--- config.mk ---
export PLATFORM = sky130hd
export DESIGN_NAME = relay_bank_flat
export DESIGN_NICKNAME = d
export VERILOG_FILES = /design/src/rtl/relay_bank_if.sv /design/src/rtl/relay_bank.sv /design/src/flat_wrapper.sv
export SDC_FILE = /design/constraint.sdc
export NUM_CORES = 1
export LEC_CHECK = 0
export CORE_MARGIN = 4
export CORE_UTILIZATION = 30
export CTS_CLUSTER_DIAMETER = 100
export DETAILED_ROUTE_END_ITERATION = 10
export SLEW_MARGIN = 0
export SYNTH_ARGS = -nofsm -noshare
export SYNTH_HDL_FRONTEND = slang
export SYNTH_SLANG_ARGS = --single-unit
--- constraint.sdc ---
create_clock -name clk -period 3.5 [get_ports clk]
set_input_delay 1.05 -clock clk [delete_from_list [all_inputs] [get_ports clk]]
set_output_delay 1.05 -clock clk [all_outputs]
set_load 0.01 [all_outputs]
--- src/rtl/relay_bank_if.sv ---
// relay_bank_if: timebase strobe, per-channel coil/alternate-release inputs and
// the contact/motion status returned by a relay_bank instance.
interface relay_bank_if #(
  parameter int N = 4
) ();
  logic         tick;
  logic [N-1:0] e;
  logic [N-1:0] ar;
  logic [N-1:0] c;
  logic [N-1:0] moving;
  logic         settled;

  modport master (
    output tick, e, ar,
    input  c, moving, settled
  );

  modport slave (
    input  tick, e, ar,
    output c, moving, settled
  );
endinterface

--- src/rtl/relay_bank.sv ---
// relay_bank: N independent relay channels timed by a shared tick strobe.
// Define RELAY_BOUNCE_EN to model TB ticks of make-contact bounce after pull-in.
module relay_bank #(
  parameter int N  = 4,
  parameter int T1 = 10,
  parameter int T2 = 10,
  parameter int T3 = 20,
  parameter int TB = 4
) (
  input  logic        clk,
  input  logic        rst_n,
  relay_bank_if.slave bus
);

  localparam int MAX12  = (T1 > T2) ? T1 : T2;
  localparam int MAX123 = (MAX12 > T3) ? MAX12 : T3;
  localparam int MAXT   = (MAX123 > TB) ? MAX123 : TB;
  localparam int CW     = $clog2(MAXT + 1);
  localparam logic [CW-1:0] ONE = CW'(1);

  typedef enum logic [1:0] {OPEN, PULLING, PULLED, RELEASING} relay_state_e;

  logic [N-1:0] c_vec;
  logic [N-1:0] moving_vec;
  logic [N-1:0] bounce_busy;

  for (genvar i = 0; i < N; i++) begin : g_ch
    relay_state_e  state, state_nxt;
    logic [CW-1:0] ctr, ctr_nxt;
    logic          bounce_open;
    logic          c_ch, moving_ch;

    always_ff @(posedge clk or negedge rst_n) begin
      if (!rst_n) begin
        state <= OPEN;
        ctr   <= '0;
      end else begin
        state <= state_nxt;
        ctr   <= ctr_nxt;
      end
    end

    // A coil change while moving returns to the prior rest state and drops any coincident tick.
    always_comb begin
      state_nxt = state;
      ctr_nxt   = ctr;
      case (state)
        OPEN: begin
          if (bus.e[i]) begin
            state_nxt = PULLING;
            ctr_nxt   = CW'(T1);
          end
        end
        PULLING: begin
          if (!bus.e[i]) begin
            state_nxt = OPEN;
            ctr_nxt   = '0;
          end else if (bus.tick && ctr != '0) begin
            if (ctr == ONE) begin
              state_nxt = PULLED;
              ctr_nxt   = '0;
            end else begin
              ctr_nxt = ctr - ONE;
            end
          end
        end
        PULLED: begin
          if (!bus.e[i]) begin
            state_nxt = RELEASING;
            ctr_nxt   = bus.ar[i] ? CW'(T3) : CW'(T2);
          end
        end
        RELEASING: begin
          if (bus.e[i]) begin
            state_nxt = PULLED;
            ctr_nxt   = '0;
          end else if (bus.tick && ctr != '0) begin
            if (ctr == ONE) begin
              state_nxt = OPEN;
              ctr_nxt   = '0;
            end else begin
              ctr_nxt = ctr - ONE;
            end
          end
        end
        default: begin
          state_nxt = OPEN;
          ctr_nxt   = '0;
        end
      endcase
    end

`ifdef RELAY_BOUNCE_EN
    logic [CW-1:0] bctr, bctr_nxt;

    always_ff @(posedge clk or negedge rst_n) begin
      if (!rst_n) begin
        bctr <= '0;
      end else begin
        bctr <= bctr_nxt;
      end
    end

    // Bounce runs only while resting in PULLED; odd counts hold the contact open.
    always_comb begin
      bctr_nxt = bctr;
      if (state == PULLING && state_nxt == PULLED) begin
        bctr_nxt = CW'(TB);
      end else if (state_nxt != PULLED) begin
        bctr_nxt = '0;
      end else if (bus.tick && bctr != '0) begin
        bctr_nxt = bctr - ONE;
      end
    end

    assign bounce_open    = (bctr != '0) && bctr[0];
    assign bounce_busy[i] = (bctr != '0);
`else
    assign bounce_open    = 1'b0;
    assign bounce_busy[i] = 1'b0;
`endif

    always_comb begin
      c_ch      = 1'b0;
      moving_ch = 1'b0;
      case (state)
        PULLING:   moving_ch = 1'b1;
        PULLED:    c_ch      = ~bounce_open;
        RELEASING: begin
          c_ch      = 1'b1;
          moving_ch = 1'b1;
        end
        default: begin
          c_ch      = 1'b0;
          moving_ch = 1'b0;
        end
      endcase
    end

    assign c_vec[i]      = c_ch;
    assign moving_vec[i] = moving_ch;
  end

  assign bus.c       = c_vec;
  assign bus.moving  = moving_vec;
  assign bus.settled = ~|moving_vec & ~|bounce_busy;

endmodule

--- src/flat_wrapper.sv ---
// flat-port wrapper written by rule: the top's interface ports become plain ports
module relay_bank_flat 
#(
  parameter int N  = 4,
  parameter int T1 = 10,
  parameter int T2 = 10,
  parameter int T3 = 20,
  parameter int TB = 4
)
  (clk, rst_n, bus_tick, bus_e, bus_ar, bus_c, bus_moving, bus_settled);
  relay_bank_if #(.N(N)) bus_i ();
  input  logic clk;
  input  logic rst_n;
  input wire logic [$bits(bus_i.tick)-1:0] bus_tick;
  input wire logic [$bits(bus_i.e)-1:0] bus_e;
  input wire logic [$bits(bus_i.ar)-1:0] bus_ar;
  output wire logic [$bits(bus_i.c)-1:0] bus_c;
  output wire logic [$bits(bus_i.moving)-1:0] bus_moving;
  output wire logic [$bits(bus_i.settled)-1:0] bus_settled;
  assign bus_i.tick = bus_tick;
  assign bus_i.e = bus_e;
  assign bus_i.ar = bus_ar;
  assign bus_c = bus_i.c;
  assign bus_moving = bus_i.moving;
  assign bus_settled = bus_i.settled;
  relay_bank #(.N(N), .T1(T1), .T2(T2), .T3(T3), .TB(TB)) u_core (.clk(clk), .rst_n(rst_n), .bus(bus_i));
endmodule
; ---- Yosys cells after proc, flatten, opt, wreduce, memory -nomap -nowiden
; Cells that the tools add are included.
[word_totals]
ff_bits = 28
inputBits = 11
[op_classes]
addsub = 4
eq_ne = 40
mux = 76
n_reduce_logical = 30
[op_table]
columns = op, count
row1 = 5-bit two-way mux, 28
row2 = 5-bit one-hot mux with 4 select lines, 4
row3 = 2-bit two-way mux, 32
row4 = "3-bit by 2-bit inequality test with 1-bit output, second input constant", 16
row5 = 2-bit one-hot mux with 4 select lines, 4
row6 = 6-bit AND reduction, 4
row7 = "5-bit by 1-bit == test with 1-bit output, second input constant", 4
row8 = 5-bit nonzero test, 4
row9 = "5-bit by 1-bit subtractor with 5-bit output, second input constant", 4
row10 = "2-bit == test, second input constant", 8
row11 = "2-bit inequality test, second input constant", 8
row12 = 2-bit OR reduction, 8
row13 = "2-bit by 1-bit == test with 1-bit output, second input constant", 4
row14 = 2-bit logical NOT, 4
row15 = 1-bit two-way mux, 8
row16 = 2-bit AND reduction, 4
row17 = 1-bit logical AND, 4
row18 = 4-bit OR reduction, 1
row19 = 1-bit logical NOT, 1

; ---- Logic depth before layout (Yosys ltp)
[logic_depth]
word_depth = 5
depth_mapped = 6
ltp_nobuf = 6

; ---- Worst setup path before layout
; Ideal clock, no wire load.
[synth_timing]
kind = reg2out
from = register u_core.g_ch[1].state[0]
to = output bus_settled
arrival_time_ns = 1.028
setup_slack_ns = 1.422
path_stages_with_launch = 3
cell_sequence = dfrtp_1 clkbuf_1 nor4_1
[synth_between]
elab_chain_cells = 5
word_cells_on_any_way = 6
classes_between = eq/ne (2) / mux (1) / reduce/logical (3)
[synth_rtl]
columns = element, line_no
row1 = "start, declared", relay_bank.sv:28  ; relay_state_e state, state_nxt;
row2 = "start signal, assigned", relay_bank.sv:38  ; state <= state_nxt;
row3 = 2-bit by 1-bit == test with 1-bit output / 2-bit == test (equally long branches), relay_bank.sv:126  ; case (state)
row4 = 2-bit OR reduction (no source line) *, -
row5 = 1-bit two-way mux *, relay_bank.sv:126
row6 = 4-bit OR reduction *, relay_bank.sv:146  ; assign bus.settled = ~|moving_vec & ~|bounce_busy;
row7 = 1-bit logical NOT *, relay_bank.sv:146
row8 = "end, declared", flat_wrapper.sv:19  ; output wire logic [$bits(bus_i.settled)-1:0] bus_settled;
; Mark *: on every way between the ends. The rest lies on a longest branch, timed or not.

; ---- Final worst setup path
; Ends and elaborated chain as after synthesis.

==> impl_metrics.env <==
export IMPL_outcome="completed"
export IMPL_tightestPinTransition_ps=414
export IMPL_synth_edf_count=0
export IMPL_antenna_left=0
export IMPL_synthXorXnorAreaFrac=0.0244
export IMPL_setup_violations=0
export IMPL_cts_repair_resized=0
export IMPL_drive_gt1_frac=0.0943
export IMPL_hpwl_mm=3.14
export IMPL_wl_mm=4.26
export IMPL_avgSynthCellArea_um2=8.55
export IMPL_p_leak_nw=0.958
export IMPL_cts_buffers=3
export IMPL_timing_hold_ws_ps=549
export IMPL_cap_violations=0
export IMPL_utilization=0.345
export IMPL_ys_types=50
export IMPL_rsz0062_at_grt="no"
export IMPL_slew_viol_final=0
export IMPL_clkLatencyLatePin_ps=280
export IMPL_synth_adder_area_share=0.0714
export IMPL_synth_mux_area_fraction=0.0476
export IMPL_fillCellCount=699
export IMPL_diodes=0
export IMPL_cts_tree="done"
export IMPL_drc=0
export IMPL_async_flop_share=1.00
export IMPL_dr_first_iter_drc_count=44
export IMPL_max_freq_ghz=0.347
export IMPL_vias=1709
export IMPL_io_pins=20
export IMPL_worstSetupEndpointType="primary output"
export IMPL_antenna_found_initial=0
export IMPL_crit_path_max_fanout=14
export IMPL_netlist_instances=246
export IMPL_initial_utilization=0.310
export IMPL_final_cell_mix="dfrtp_1 (28), nand2_1 (21), a21oi_1 (21)"
export IMPL_power_density_nw_per_um2=794
export IMPL_grt_max_degree=29
export IMPL_rows=30
export IMPL_gr_total_overflow=0
export IMPL_ys_seq_area_frac=0.333
export IMPL_synth_compound_area_frac=0.196
export IMPL_grt_pass1_wl_mm=7.66
export IMPL_finalHoldViolations=0
export IMPL_area_delta_synth_final_pct=11.4
export IMPL_yosys_warnings=0
export IMPL_hold_path_class="reg -> reg"
export IMPL_layout_commonest_cell="dfrtp_1"
export IMPL_clock_sinks=28
export IMPL_critPathLaunchType="flop"
export IMPL_syn_num_nets=269
export IMPL_clk_pin_slew_worst_paths_ps=100
export IMPL_yosys_area_share_simple=0.240
export IMPL_htreeDepth=1
export IMPL_portBuffers=19
export IMPL_die_area_um2=8410
export IMPL_ir_worst_vdd_mv=0.245
export IMPL_skew_ps=8.77
export IMPL_synth_top_family_by_area="simple AND/OR/NAND/NOR gates"
export IMPL_track_usage=0.108
export IMPL_hold_buffers=0
export IMPL_grt_pass1_vias=1660
export IMPL_synth_cell_area_um2=2100
export IMPL_cp_arrival_ps=1830
export IMPL_multiInputGateArea_um2=1220
export IMPL_slew_headroom=0.724
export IMPL_viasPerCell=5.03
export IMPL_path_class="reg -> out"
export IMPL_post_cts_buffers=0
export IMPL_synth_seq_cells=28
export IMPL_dr_pass1_iters=4
export IMPL_nNetsFinal=268
export IMPL_cp_required_ps=2450
export IMPL_die_y_um=91.7
export IMPL_period_share=0.823
export IMPL_core_um2=6790
export IMPL_gp_congestion=0.806
export IMPL_min_period_ps=2880
export IMPL_wl_per_cell_um=12.5
export IMPL_dominantRegCellSynth="dfrtp_1"
export IMPL_cts_buffer_depth=2
export IMPL_finalSetupTns_ps=0
export IMPL_cts_root_buf="clkbuf_8"
export IMPL_regArea_um2=701
export IMPL_die_x_um=91.7
==> final timing paths <==
path                       slack [ps]                    endpoint  depth (start not counted)               startpoint
max                               620                 bus_settled                          2  u_core.g_ch[1].state[0]
min                               550       u_core.g_ch[0].ctr[1]                          1    u_core.g_ch[0].ctr[1]
max reg2reg                      1460       u_core.g_ch[3].ctr[0]                          6    u_core.g_ch[3].ctr[0]
min reg2reg                       550       u_core.g_ch[0].ctr[1]                          1    u_core.g_ch[0].ctr[1]
max in group asynchronous        2060       u_core.g_ch[2].ctr[0]                          2                    rst_n
min in group asynchronous        1140  asynchronous set/reset pin                          2                    rst_n
==> per-layer routing <==
layer,track usage,vias to the layer above,share of wire
met5,0,-,0
met4,0.0186,0,0.0056
met3,0.0328,2,0.043
met2,0.171,28,0.46
met1,0.148,813,0.49
li1,-,866,-
==> critical path, cell delays in order (launching register included) <==
cell,delay [ps]
dfrtp_1,540
nor4_1,410
clkdlybuf4s50_1,610
==> area by class of cell <==
type	instances	area share
clock buffers	4	0.0235
flip-flops and latches	28	0.299
multi-input cells	179	0.519
well taps	96	0.0513
inverters	12	0.0192
repair buffers	21	0.0876
==> cell families (layout without fill, tap and decap cells) <==
logic type	Yosys count	after routing
and+or+nand+nor	89	89
AOI/OAI and AO/OA	64	64
buffers and inverters	39	37
DFF	28	28
adders and majority gates	12	12
muxes	9	9
xor gates and xnor gates	5	5
==> power by group <==
group | total, mW | switching (mW) | internal, mW
registers | 0.705 | 0.246 | 0.460
clock network | 0.207 | 0.106 | 0.101
logic | 0.949 | 0.467 | 0.482
==> synthesized netlist by cell type, drive strengths merged (3+ instances only) <==
cell type | number | area [um2]
o21ai | 9 | 45.0
nand2b | 6 | 37.5
a221o | 4 | 41.3
clkbuf | 12 | 45.0
buf | 15 | 95.1
dfrtp | 28 | 701
inv | 12 | 45.0
xnor2 | 3 | 26.3
a21o | 3 | 22.5
mux2i | 4 | 40.0
nand3 | 4 | 20.0
nor3b | 6 | 50.1
a21oi | 21 | 105
nor3 | 14 | 81.3
nand2 | 21 | 78.8
mux2 | 5 | 60.1
or2 | 3 | 18.8
a31oi | 7 | 43.8
nor4 | 4 | 25.0
o22ai | 9 | 56.3
ha | 12 | 150
or4b | 4 | 43.8
nor2 | 16 | 60.1
==> through the flow <==
step	setup WS, ps	cells	total power, mW	area [um2]
floorplan	1420	246	1.47	2100
global placement	693	336	1.65	2290
detailed placement	691	336	1.67	2290
CTS	549	340	1.88	2340
global route	488	340	2.06	2340
finish	619	340	1.86	2340
Note: power is estimated with default switching activity, not from simulation.
